`config.mk`:
```
export PLATFORM = sky130hd
export DESIGN_NAME = quad_step_decoder_flat
export DESIGN_NICKNAME = d
export VERILOG_FILES = /design/src/rtl/quad_step_if.sv /design/src/rtl/quad_step_decoder.sv /design/src/flat_wrapper.sv
export SDC_FILE = /design/constraint.sdc
export NUM_CORES = 1
export LEC_CHECK = 0
export ABC_AREA = 1
export BUFFER_PORTS_ARGS = -buffer_cell sky130_fd_sc_hd__buf_2
export CAP_MARGIN = 20
export CORE_MARGIN = 2
export CORE_UTILIZATION = 47
export DETAILED_ROUTE_END_ITERATION = 7
export PLACE_DENSITY = 0.72
export SLEW_MARGIN = 20
export SYNTH_ARGS = -nofsm -noshare
export SYNTH_HDL_FRONTEND = slang
export SYNTH_SLANG_ARGS = --single-unit
```
`constraint.sdc`:
```
create_clock -name clk -period 1.1 [get_ports clk]
set_input_delay 0.055 -clock clk [delete_from_list [all_inputs] [get_ports clk]]
set_output_delay 0.055 -clock clk [all_outputs]
set_load 0.005 [all_outputs]
```
`src/rtl/quad_step_if.sv`:
```
// quad_step_if - signal bundle between a quadrature step decoder and its user.
//
// Carries the encoder pins and control inputs toward the decoder and the
// decoded step/direction/error results back.
//   master : drives enc_a, enc_b, enable, clr_err; receives the results
//   slave  : the decoder side (receives pins/controls, drives results)
// Parameter ERR_CNT_W sets the width of err_cnt and must match the decoder.
interface quad_step_if #(
  parameter int ERR_CNT_W = 8
);
  logic                 enc_a;
  logic                 enc_b;
  logic                 enable;
  logic                 clr_err;
  logic                 step;
  logic                 up_down;
  logic                 err_pulse;
  logic [ERR_CNT_W-1:0] err_cnt;
  logic [1:0]           ab_state;

  modport master (
    output enc_a, enc_b, enable, clr_err,
    input  step, up_down, err_pulse, err_cnt, ab_state
  );

  modport slave (
    input  enc_a, enc_b, enable, clr_err,
    output step, up_down, err_pulse, err_cnt, ab_state
  );
endinterface

```
`src/rtl/quad_step_decoder.sv`:
```
// quad_step_decoder - quadrature encoder front end for a MOD-N up/down counter.
//
// Synchronises the asynchronous A/B channels, decodes Gray-code transitions
// and emits a registered one-cycle step pulse with a held direction level.
// Double-bit transitions raise err_pulse and bump a saturating err_cnt.
//
// Ports:
//   clk    : clock
//   reset  : synchronous, active-high reset
//   bus    : quad_step_if.slave
//              enc_a/enc_b (async pins), enable, clr_err  -> in
//              step, up_down, err_pulse, err_cnt, ab_state -> out
//
// Parameters: SYNC_STAGES (>=2), MODE (1/2/4 steps per cycle),
//             FILT_LEN (>=1, glitch filter length), ERR_CNT_W.
// Optional feature macro: QUAD_FILTER_EN adds a per-channel glitch filter
// between the synchroniser and the decoder (latency grows by FILT_LEN).
module quad_step_decoder #(
  parameter int SYNC_STAGES = 2,
  parameter int MODE        = 4,
  parameter int FILT_LEN    = 4,
  parameter int ERR_CNT_W   = 8
) (
  input logic        clk,
  input logic        reset,
  quad_step_if.slave bus
);

  if (SYNC_STAGES < 2) begin : g_bad_sync
    $error("quad_step_decoder: SYNC_STAGES must be >= 2");
  end
  if (MODE != 1 && MODE != 2 && MODE != 4) begin : g_bad_mode
    $error("quad_step_decoder: MODE must be 1, 2 or 4");
  end
  if (FILT_LEN < 1) begin : g_bad_filt
    $error("quad_step_decoder: FILT_LEN must be >= 1");
  end

  logic [SYNC_STAGES-1:0] r_sync_a;
  logic [SYNC_STAGES-1:0] r_sync_b;
  logic [1:0]             w_sync_ab;
  logic [1:0]             w_cur_ab;

  // Stage: synchroniser chains
  always_ff @(posedge clk) begin
    if (reset) begin
      r_sync_a <= '0;
      r_sync_b <= '0;
    end else begin
      r_sync_a <= {r_sync_a[SYNC_STAGES-2:0], bus.enc_a};
      r_sync_b <= {r_sync_b[SYNC_STAGES-2:0], bus.enc_b};
    end
  end

  assign w_sync_ab = {r_sync_a[SYNC_STAGES-1], r_sync_b[SYNC_STAGES-1]};

`ifdef QUAD_FILTER_EN
  localparam int FCNT_W       = $clog2(FILT_LEN + 1);
  localparam int PRIME_CYCLES = SYNC_STAGES + FILT_LEN + 1;

  logic [1:0]        r_filt;
  logic [FCNT_W-1:0] r_fcnt [2];

  // Stage: glitch filter. The filtered bit follows the synchronised bit only
  // on the FILT_LEN-th consecutive cycle of disagreement; any agreement
  // restarts that channel's count.
  always_ff @(posedge clk) begin
    if (reset) begin
      r_filt    <= '0;
      r_fcnt[0] <= '0;
      r_fcnt[1] <= '0;
    end else begin
      for (int i = 0; i < 2; i++) begin
        if (w_sync_ab[i] != r_filt[i]) begin
          if (r_fcnt[i] == FCNT_W'(FILT_LEN - 1)) begin
            r_filt[i] <= w_sync_ab[i];
            r_fcnt[i] <= '0;
          end else begin
            r_fcnt[i] <= r_fcnt[i] + FCNT_W'(1);
          end
        end else begin
          r_fcnt[i] <= '0;
        end
      end
    end
  end

  assign w_cur_ab = r_filt;
`else
  localparam int PRIME_CYCLES = SYNC_STAGES + 1;

  assign w_cur_ab = w_sync_ab;
`endif

  // Priming: after reset, wait until the pipeline holds real pin values and
  // prev_ab has copied them, so a resting encoder never looks like an edge.
  localparam int PCNT_W = $clog2(PRIME_CYCLES + 1);

  typedef enum logic {ST_PRIME, ST_RUN} state_t;

  state_t            r_state;
  state_t            w_state_nxt;
  logic [PCNT_W-1:0] r_prime_cnt;
  logic              w_primed;

  always_ff @(posedge clk) begin
    if (reset) begin
      r_state     <= ST_PRIME;
      r_prime_cnt <= '0;
    end else begin
      r_state <= w_state_nxt;
      if (r_state == ST_PRIME) r_prime_cnt <= r_prime_cnt + PCNT_W'(1);
    end
  end

  always_comb begin
    w_state_nxt = r_state;
    w_primed    = 1'b0;
    case (r_state)
      ST_PRIME: if (r_prime_cnt == PCNT_W'(PRIME_CYCLES - 1)) w_state_nxt = ST_RUN;
      ST_RUN:   w_primed = 1'b1;
      default:  w_state_nxt = ST_PRIME;
    endcase
  end

  logic [1:0]           r_prev_ab;
  logic                 w_fwd;
  logic                 w_rev;
  logic                 w_err;
  logic                 w_qual;
  logic                 w_step;
  logic                 r_step;
  logic                 r_up_down;
  logic                 r_err_pulse;
  logic [ERR_CNT_W-1:0] r_err_cnt;

  // Transition classifier. Forward order is 00 -> 10 -> 11 -> 01 -> 00.
  always_comb begin
    w_fwd = (r_prev_ab == 2'b00 && w_cur_ab == 2'b10) ||
            (r_prev_ab == 2'b10 && w_cur_ab == 2'b11) ||
            (r_prev_ab == 2'b11 && w_cur_ab == 2'b01) ||
            (r_prev_ab == 2'b01 && w_cur_ab == 2'b00);
    w_rev = (r_prev_ab == 2'b10 && w_cur_ab == 2'b00) ||
            (r_prev_ab == 2'b11 && w_cur_ab == 2'b10) ||
            (r_prev_ab == 2'b01 && w_cur_ab == 2'b11) ||
            (r_prev_ab == 2'b00 && w_cur_ab == 2'b01);
    w_err = w_primed && ((r_prev_ab ^ w_cur_ab) == 2'b11);
    case (MODE)
      // Only the 00<->10 edge counts: fwd from 00 or rev from 10.
      1:       w_qual = (w_fwd && r_prev_ab == 2'b00) || (w_rev && r_prev_ab == 2'b10);
      2:       w_qual = (w_fwd || w_rev) && (r_prev_ab[1] ^ w_cur_ab[1]);
      default: w_qual = w_fwd || w_rev;
    endcase
    w_step = w_primed && w_qual && bus.enable;
  end

  // Stage: registered outputs
  always_ff @(posedge clk) begin
    if (reset) begin
      r_prev_ab   <= '0;
      r_step      <= 1'b0;
      r_up_down   <= 1'b1;
      r_err_pulse <= 1'b0;
      r_err_cnt   <= '0;
    end else begin
      r_prev_ab   <= w_cur_ab;
      r_step      <= w_step;
      r_err_pulse <= w_err;
      if (w_step) r_up_down <= w_fwd;
      if (bus.clr_err) begin
        r_err_cnt <= '0;
      end else if (w_err && r_err_cnt != '1) begin
        r_err_cnt <= r_err_cnt + ERR_CNT_W'(1);
      end
    end
  end

  assign bus.step      = r_step;
  assign bus.up_down   = r_up_down;
  assign bus.err_pulse = r_err_pulse;
  assign bus.err_cnt   = r_err_cnt;
  assign bus.ab_state  = w_cur_ab;

endmodule
```
`src/flat_wrapper.sv`:
```
// flat-port wrapper written by rule: the top's interface ports become plain ports
module quad_step_decoder_flat 
#(
  parameter int SYNC_STAGES = 2,
  parameter int MODE        = 4,
  parameter int FILT_LEN    = 4,
  parameter int ERR_CNT_W   = 8
)
  (clk, reset, bus_enc_a, bus_enc_b, bus_enable, bus_clr_err, bus_step, bus_up_down, bus_err_pulse, bus_err_cnt, bus_ab_state);
  quad_step_if #(.ERR_CNT_W(ERR_CNT_W)) bus_i ();
  input logic clk;
  input logic reset;
  input wire logic [$bits(bus_i.enc_a)-1:0] bus_enc_a;
  input wire logic [$bits(bus_i.enc_b)-1:0] bus_enc_b;
  input wire logic [$bits(bus_i.enable)-1:0] bus_enable;
  input wire logic [$bits(bus_i.clr_err)-1:0] bus_clr_err;
  output wire logic [$bits(bus_i.step)-1:0] bus_step;
  output wire logic [$bits(bus_i.up_down)-1:0] bus_up_down;
  output wire logic [$bits(bus_i.err_pulse)-1:0] bus_err_pulse;
  output wire logic [$bits(bus_i.err_cnt)-1:0] bus_err_cnt;
  output wire logic [$bits(bus_i.ab_state)-1:0] bus_ab_state;
  assign bus_i.enc_a = bus_enc_a;
  assign bus_i.enc_b = bus_enc_b;
  assign bus_i.enable = bus_enable;
  assign bus_i.clr_err = bus_clr_err;
  assign bus_step = bus_i.step;
  assign bus_up_down = bus_i.up_down;
  assign bus_err_pulse = bus_i.err_pulse;
  assign bus_err_cnt = bus_i.err_cnt;
  assign bus_ab_state = bus_i.ab_state;
  quad_step_decoder #(.SYNC_STAGES(SYNC_STAGES), .MODE(MODE), .FILT_LEN(FILT_LEN), .ERR_CNT_W(ERR_CNT_W)) u_core (.clk(clk), .reset(reset), .bus(bus_i));
endmodule
```
After elaboration in Yosys (flattened, before gate mapping)
Index checks and enable logic that the tools add are counted.
Widths: inputs -> output; s select.
{"block": "totals", "latch_bits": 0, "in_bits": 6, "ramBits": 0, "output_inout_bits": 13, "mem_count": 0, "mem_bits_ro": 0, "regBits": 20}
{"block": "classes", "reduce_logical": 22, "n_mux": 3, "n_div": 0, "shift": 0, "n_eq_ne": 9, "multipliers": 0, "n_addsub": 2, "order_cmp": 0, "bitwise": 1}
{"op": "$eq 2x2->1 const B", "n": 6}
{"op": "$logic_and 1x1->1", "n": 12}
{"op": "$add 8x1->8 const B", "n": 1}
{"op": "$ne 8x8->1 const B", "n": 1}
{"op": "$logic_or 1x1->1", "n": 7}
{"op": "$eq 2x1->1 const B", "n": 2}
{"op": "$logic_not 2->1", "n": 2}
{"op": "$mux 1", "n": 3}
{"op": "$add 2x1->2 const B", "n": 1}
{"op": "$reduce_or 2->1", "n": 1}
{"op": "$xor 2x2->2", "n": 1}

Logic depth before layout (Yosys ltp)
Gate-level depths: netlist (run 1).
{"block": "depth", "word_depth": 8, "mapped_depth": 9, "ltp_nobuf": 9}

Worst setup path before layout (run 1)
OpenSTA, ideal clock, no wires.
{"block": "synth_path", "kind": "reg-to-reg", "startpoint": "register u_core.r_err_cnt[0] (netlist: u_core.bus.err_cnt[0])", "endpoint": "register u_core.r_err_cnt[4] (netlist: u_core.bus.err_cnt[4])", "path_stages_with_launch": 9, "setup_time_ns": 0.123, "setup_slack_ns": -0.117, "synth_period_minus_slack_ns": 1.217, "t_required_ns": 0.977, "t_arrival_ns": 1.094, "path_cell_list": "dfxtp_1 ha_1 nand2_2 nor2_2 nand2_2 inv_1 nor2_4 nand2_1 a21oi_1"}
{"block": "synth_via", "elab_chain_len": 2, "word_cells_on_any_way": 3, "classes_between": "add/sub: 1; eq/ne: 1; reduce/logical: 1"}
{"element": "from (decl)", "line": "quad_step_decoder.sv:135", "text": "logic [ERR_CNT_W-1:0] r_err_cnt;"}
{"element": "from (signal assigned)", "line": "quad_step_decoder.sv:173", "text": "r_err_cnt <= r_err_cnt + ERR_CNT_W'(1);"}
{"element": "branches (longest 2 deep; another with $add 8x1->8)"}
Several ways; the timed one is not identified.
A chain may end at the register's enable or synchronous reset.

Worst setup path after layout (run 1)
{"block": "layout_path", "startpoint": "register u_core.r_err_cnt[1] (netlist: u_core.bus.err_cnt[1])", "endpoint": "register u_core.r_err_cnt[1] (netlist: u_core.bus.err_cnt[1])"}
The elaborated chain is that of the path after synthesis.

==> impl_metrics.json, run 1 <==
{
  "power_mw": 1.438,
  "clock_path_buffers": 2,
  "skew_ns": 0.001824,
  "worstMarginPinSlew_ns": 0.3282,
  "synth-seq-cells": 20,
  "max_cap_viol_count": 0,
  "root_buffer": "clkbuf_4",
  "dieHeight_microns": 49.13,
  "gp_congestion": 0.8229,
  "routed_via_density": 4.711,
  "htree_levels": 1,
  "finalHoldViolations": 0,
  "worstHoldPathType": "primary input to flip-flop",
  "max_stage_delay_ns": 0.35,
  "hold_ws_ns": 0.03756,
  "wl_per_cell_microns": 10.61,
  "failed_checks": "negative setup slack",
  "critPathRequiredTime_ns": 1.34,
  "globalRouteMet2Util": 0.3446,
  "portBuffers": 18,
  "final_core_util": 0.6972,
  "fmax_mhz": 842.7,
  "dieArea_sq_um": 2413,
  "clk_pin_slew_ns": 0.11,
  "fin_nets": 186,
  "seqCellArea_sq_um": 414.1,
  "drtIter0Drc": 16,
  "period_share": 1.079,
  "vdd_drop_max_mv": 1.102,
  "grt_overflow": 0,
  "setup_slack_ns": -0.08664,
  "dpl.hpwl_mm": 1.502,
  "grt_pass1_wl_mm": 3.236,
  "cpLargestDelayFamily": "simple AND/OR/NAND/NOR gates",
  "grt_max_degree": 12,
  "slowest_stage": "dfxtp_2",
  "filler_cell_count": 184,
  "max_slew_margin": 0.7809,
  "min_period_ns": 1.187,
  "setup_violations": 8,
  "grt_setup_unrepaired": "true",
  "syn_to_final_growth_pct": 41.44,
  "die_w_microns": 49.13,
  "firstDrtPassIters": 4,
  "crit_chain": "ha_4 > nand2_4 > nor2_4 > nand2_4 > inv_2 > nor2_4 > nand2_2 > a21oi_2",
  "drive_gt1_frac": 0.4350,
  "use_met3": 0.01840,
  "cts_tree": "built",
  "critPathMaxFanout": 7,
  "maxSlewViolCount": 0,
  "ys_warn_count": 0,
  "multi_input_area_sq_um": 556.8,
  "cp.buffers_inverters": 1,
  "synth.distinct_cells": 17,
  "synth_area_sq_um": 957.2,
  "via_count": 961,
  "diodes": 0,
  "avgSynthCellArea_sq_um": 6.788,
  "endpoint_kind": "flip-flop",
  "initial_core_util": 0.4929,
  "crit_arrival_ns": 1.43,
  "io_pins": 19,
  "p_leak_nw": 0.6351,
  "status": "finished, violations left",
  "ys_seq_area_frac": 0.4183,
  "antenna_found_initial": 0,
  "rows": 16,
  "busiest_layer": "met2",
  "use_met1": 0.1751,
  "drc": 0,
  "synthCells": 141,
  "clock_sinks": 20,
  "synthesis.nets": 149,
  "numCtsBuffers": 3,
  "clkLatencyLatePin_ns": 0.31,
  "powerDensity_nw_per_um2": 1062,
  "postRouteAntennaNets": 0,
  "gr-usage-all-layers": 0.1738,
  "core_sq_um": 1942,
  "first_global_vias": 852,
  "path_class": "flip-flop to flip-flop",
  "cp-start-kind": "flip-flop",
  "drt-total-wl_mm": 2.164
}
[routing by layer]
metal,share of wire,wire (microns)
met1,0.40,867
met2,0.55,1181
met3,0.027,58
met4,0.026,56
met5,0,0
[cells in the final DEF (no fill, tap or decap), drive strengths merged]
cell type,Yosys,final
ha,2,2
nand3,5,5
dfxtp,20,20
buf,2,33
dlygate4sd3,0,2
nand4,1,1
nand3b,1,1
nor2,22,22
clkbuf,1,4
o21ai,4,4
nand2,48,48
inv,22,22
xor2,3,3
a21oi,10,10
[Yosys cell counts, drive strengths merged]
library cell   n  area [sq um]
nand3b         1         7.510
buf            2         15.01
ha             2         25.02
nand2         48         187.7
nand4          1         6.260
dfxtp         20         400.4
a21oi         10         50.05
xor2           3         26.28
nand3          5         30.03
nor2          22         102.6
clkbuf         1         3.750
o21ai          4         20.02
inv           22         82.58
[worst paths after layout]
check	cells after the start	end	start	slack, ns
setup reg to reg	8	u_core.bus.err_cnt[1]	u_core.bus.err_cnt[1]	-0.09
hold / removal	2	u_core.r_sync_b[1]	reset	0.04
setup / recovery	8	u_core.bus.err_cnt[1]	u_core.bus.err_cnt[1]	-0.09
hold reg to reg	2	u_core.r_sync_b[1]	u_core.r_sync_b[0]	0.41
[area by class of cell]
type / instances / share of cell area
Multi-Input combinational cell: 96 / 0.4113
Tap cell: 27 / 0.02495
Clock buffer: 4 / 0.02680
Inverter: 22 / 0.06100
Timing Repair Buffer: 35 / 0.1701
Sequential cell: 20 / 0.3059
[through the flow]
step,TNS [ns],setup slack [ns],cells,cell area [sq um]
CTS,-0.6666,-0.1037,204,1291
detailed placement,-0.5569,-0.1249,197,1200
finish,-0.4825,-0.08664,204,1354
floorplan,-0.008810,-0.004405,141,989.7
global placement,-0.1697,-0.03685,197,1200
global route,-1.138,-0.1531,204,1354
[kinds of logic after synthesis]
kind of cell / count (synthesis) / share of synthesized area
compound gates: 14 / 0.07321
fa+ha+maj: 2 / 0.02614
xor+xnor: 3 / 0.02746
buf+inv: 25 / 0.1059
flops: 20 / 0.4183
simple gates: 77 / 0.3490
[state kept, by name (all words and copies together), names as in the netlist]
name and flops:
u_core.r_state 1, u_core.r_sync_a 2, u_core.bus.err_cnt 8, u_core.bus.err_pulse 1, u_core.r_prime_cnt 2, u_core.bus.up_down 1
u_core.r_prev_ab 2, u_core.r_sync_b 2, u_core.bus.step 1
[power breakdown]
part,switching (mW),total [mW],internal [mW]
Sequential,0.0321,0.802,0.770
Clock,0.225,0.427,0.202
Combinational,0.112,0.208,0.0967
Total,0.369,1.44,1.07
[repair_timing]
item,CTS,global route
setup buffers,1,0
hold buffers,2,0
resized for setup,12,23
setup endpoints to repair,9,11
endpoints found under the hold margin,2,0
pin swaps,8,11
Note: power is estimated with default switching activity, not from simulation.
==> inputs of run 2 (changes only) <==
- SETUP_SLACK_MARGIN: unset -> 0.15
==> run 2 against run 1 <==
Effect of this change: the run still ends with negative setup slack left; global-route usage up 1.2 points; fmax decreased by 1.2%; setup slack got worse by 0.014 ns; non-clock buffer count is 3 higher; die area is the same; first-iteration DRC count fell by 75%; via count rose by 0.73%; clock power barely moved; critical endpoint is now u_core.bus.err_cnt[0]; highest routed layer unchanged.
==> impl_metrics.json, run 2 (synthesized netlist as in run 1, its figures left out) <==
{
  "status": "finished, violations left",
  "failed_checks": "negative setup slack",
  "drtIter0Drc": 4,
  "p_leak_nw": 0.6582,
  "dieHeight_microns": 49.13,
  "p_switching_mw": 0.3671,
  "p_clk_frac": 0.298,
  "routed_via_density": 4.676,
  "pre_cts_slack_ns": -0.09570,
  "critPathMaxFanout": 8,
  "numCtsBuffers": 3,
  "p_seq_frac": 0.556,
  "rows": 16,
  "wl_per_cell_microns": 10.85,
  "syn_to_final_growth_pct": 49.02,
  "grt_max_degree": 12,
  "max_slew_margin": 0.7966,
  "grt_pass1_wl_mm": 3.484,
  "grt_overflow": 0,
  "setup_violations": 9,
  "layout_common_cells": "nand2_1, inv_1, nor2_1, buf_2, buf_6",
  "post-route-cell-area_sq_um": 1426,
  "via_count": 968,
  "clock_path_buffers": 2,
  "min_period_ns": 1.201,
  "dpl.hpwl_mm": 1.534,
  "r2r_slack_ns": -0.10,
  "clk_pin_slew_ns": 0.11,
  "cts_tree": "built",
  "io_pins": 19,
  "htree_levels": 1,
  "first_global_vias": 897,
  "skew_ns": 0.003823,
  "antenna_found_initial": 0,
  "power_mw": 1.436,
  "post_dp_cell_area_sq_um": 1194,
  "core_sq_um": 1942,
  "critPathRequiredTime_ns": 1.33,
  "fmax_mhz": 832.7,
  "vdd_drop_max_mv": 1.008,
  "die_w_microns": 49.13,
  "firstDrtPassIters": 4,
  "cp-start-kind": "flip-flop",
  "fin_nets": 189,
  "drt-total-wl_mm": 2.246,
  "initial_core_util": 0.4929,
  "drive_gt1_frac": 0.4722,
  "switching_share": 0.2556,
  "gp_congestion": 0.7999,
  "period_share": 1.092,
  "gr-usage-all-layers": 0.1861,
  "worstHoldPathType": "primary input to flip-flop",
  "maxSlewViolCount": 0,
  "postRouteAntennaNets": 0,
  "final_common_cell": "nand2_1",
  "fin_cells": 207,
  "drc": 0,
  "largest_reg_flops": 8,
  "comb_power_share": 0.146,
  "p_int_mw": 1.069,
  "dp_cells": 196,
  "clkLatencyLatePin_ns": 0.30,
  "crit_arrival_ns": 1.43,
  "finalHoldViolations": 0,
  "portBuffers": 18,
  "endpoint_kind": "flip-flop",
  "worstMarginPinSlew_ns": 0.3048,
  "clock_sinks": 20,
  "diodes": 0,
  "path_class": "flip-flop to flip-flop",
  "powerDensity_nw_per_um2": 1007,
  "max_cap_viol_count": 0,
  "grt_setup_unrepaired": "true",
  "setup_slack_ns": -0.1009,
  "root_buffer": "clkbuf_4",
  "hold_ws_ns": 0.04200,
  "dieArea_sq_um": 2413
}
## run 2: cell count changes in the layout (fill, tap and decap cells not counted), moves of 2 or more
cell / before / now
nor2_1: 15 / 13
nor2_2: 2 / 6
buf_6: 2 / 13
buf_2: 18 / 13
dfxtp_1: 11 / 9
inv_1: 19 / 17
nor2_4: 5 / 3
buf_4: 13 / 10
## run 2: final cells by class
| class | instances | area (sq um) |
|---|---|---|
| clock buffer | 4 | 36.28 |
| fill | 162 | 515.5 |
| inverter | 22 | 85.08 |
| multi-input combinational | 96 | 545.5 |
| sequential | 20 | 419.2 |
| tap | 27 | 33.78 |
| timing repair buffer | 38 | 306.5 |
## run 2: routing by layer
| layer | track usage | part of all wire |
|---|---|---|
| met4 | 0.1286 | 0.024 |
| met2 | 0.3243 | 0.53 |
| met5 | 0 | 0 |
| met1 | 0.2115 | 0.41 |
| met3 | 0.01840 | 0.035 |
## run 2: final timing paths
path	from	end	cells after the start
worst min-delay path	reset	u_core.r_sync_a[1]	2
worst max-delay path	u_core.bus.err_cnt[1]	u_core.bus.err_cnt[0]	7
worst max register to register	u_core.bus.err_cnt[1]	u_core.bus.err_cnt[0]	7
worst min register to register	u_core.r_sync_b[0]	u_core.r_sync_b[1]	2
## run 2: power groups by stage
stage	registers [mW]	logic, mW	clock network [mW]
after floorplan	0.813	0.114	0
after global placement	0.810	0.164	0
after detailed placement	0.815	0.177	0
after CTS	0.797	0.187	0.431
after global routing	0.806	0.238	0.470
final	0.799	0.209	0.428
## run 2: metrics by stage
stage            TNS, ns    util
6_report         -0.6388  0.7345
2_1_floorplan  -0.008810       -
4_1_cts          -0.6954  0.6778
5_1_grt           -1.339  0.7345
3_5_place_dp     -0.5989  0.6147
3_3_place_gp     -0.2438  0.6147
## run 2: worst max-delay path: stages, from the launching register on
cell and delay [ns]:
dfxtp_2 0.37, ha_4 0.15, nand2_4 0.05, nor2_4 0.12, nand2_4 0.08, nand3_4 0.14
nand2_1 0.07, a21oi_1 0.15
## run 2: repair_timing
action	4_1_cts	5_1_grt
pin swaps	12	9
buffers inserted	3	2
gates resized for setup	16	35
hold buffers	2	0
endpoints found under the setup margin	15	18
endpoints found under the hold margin	2	0
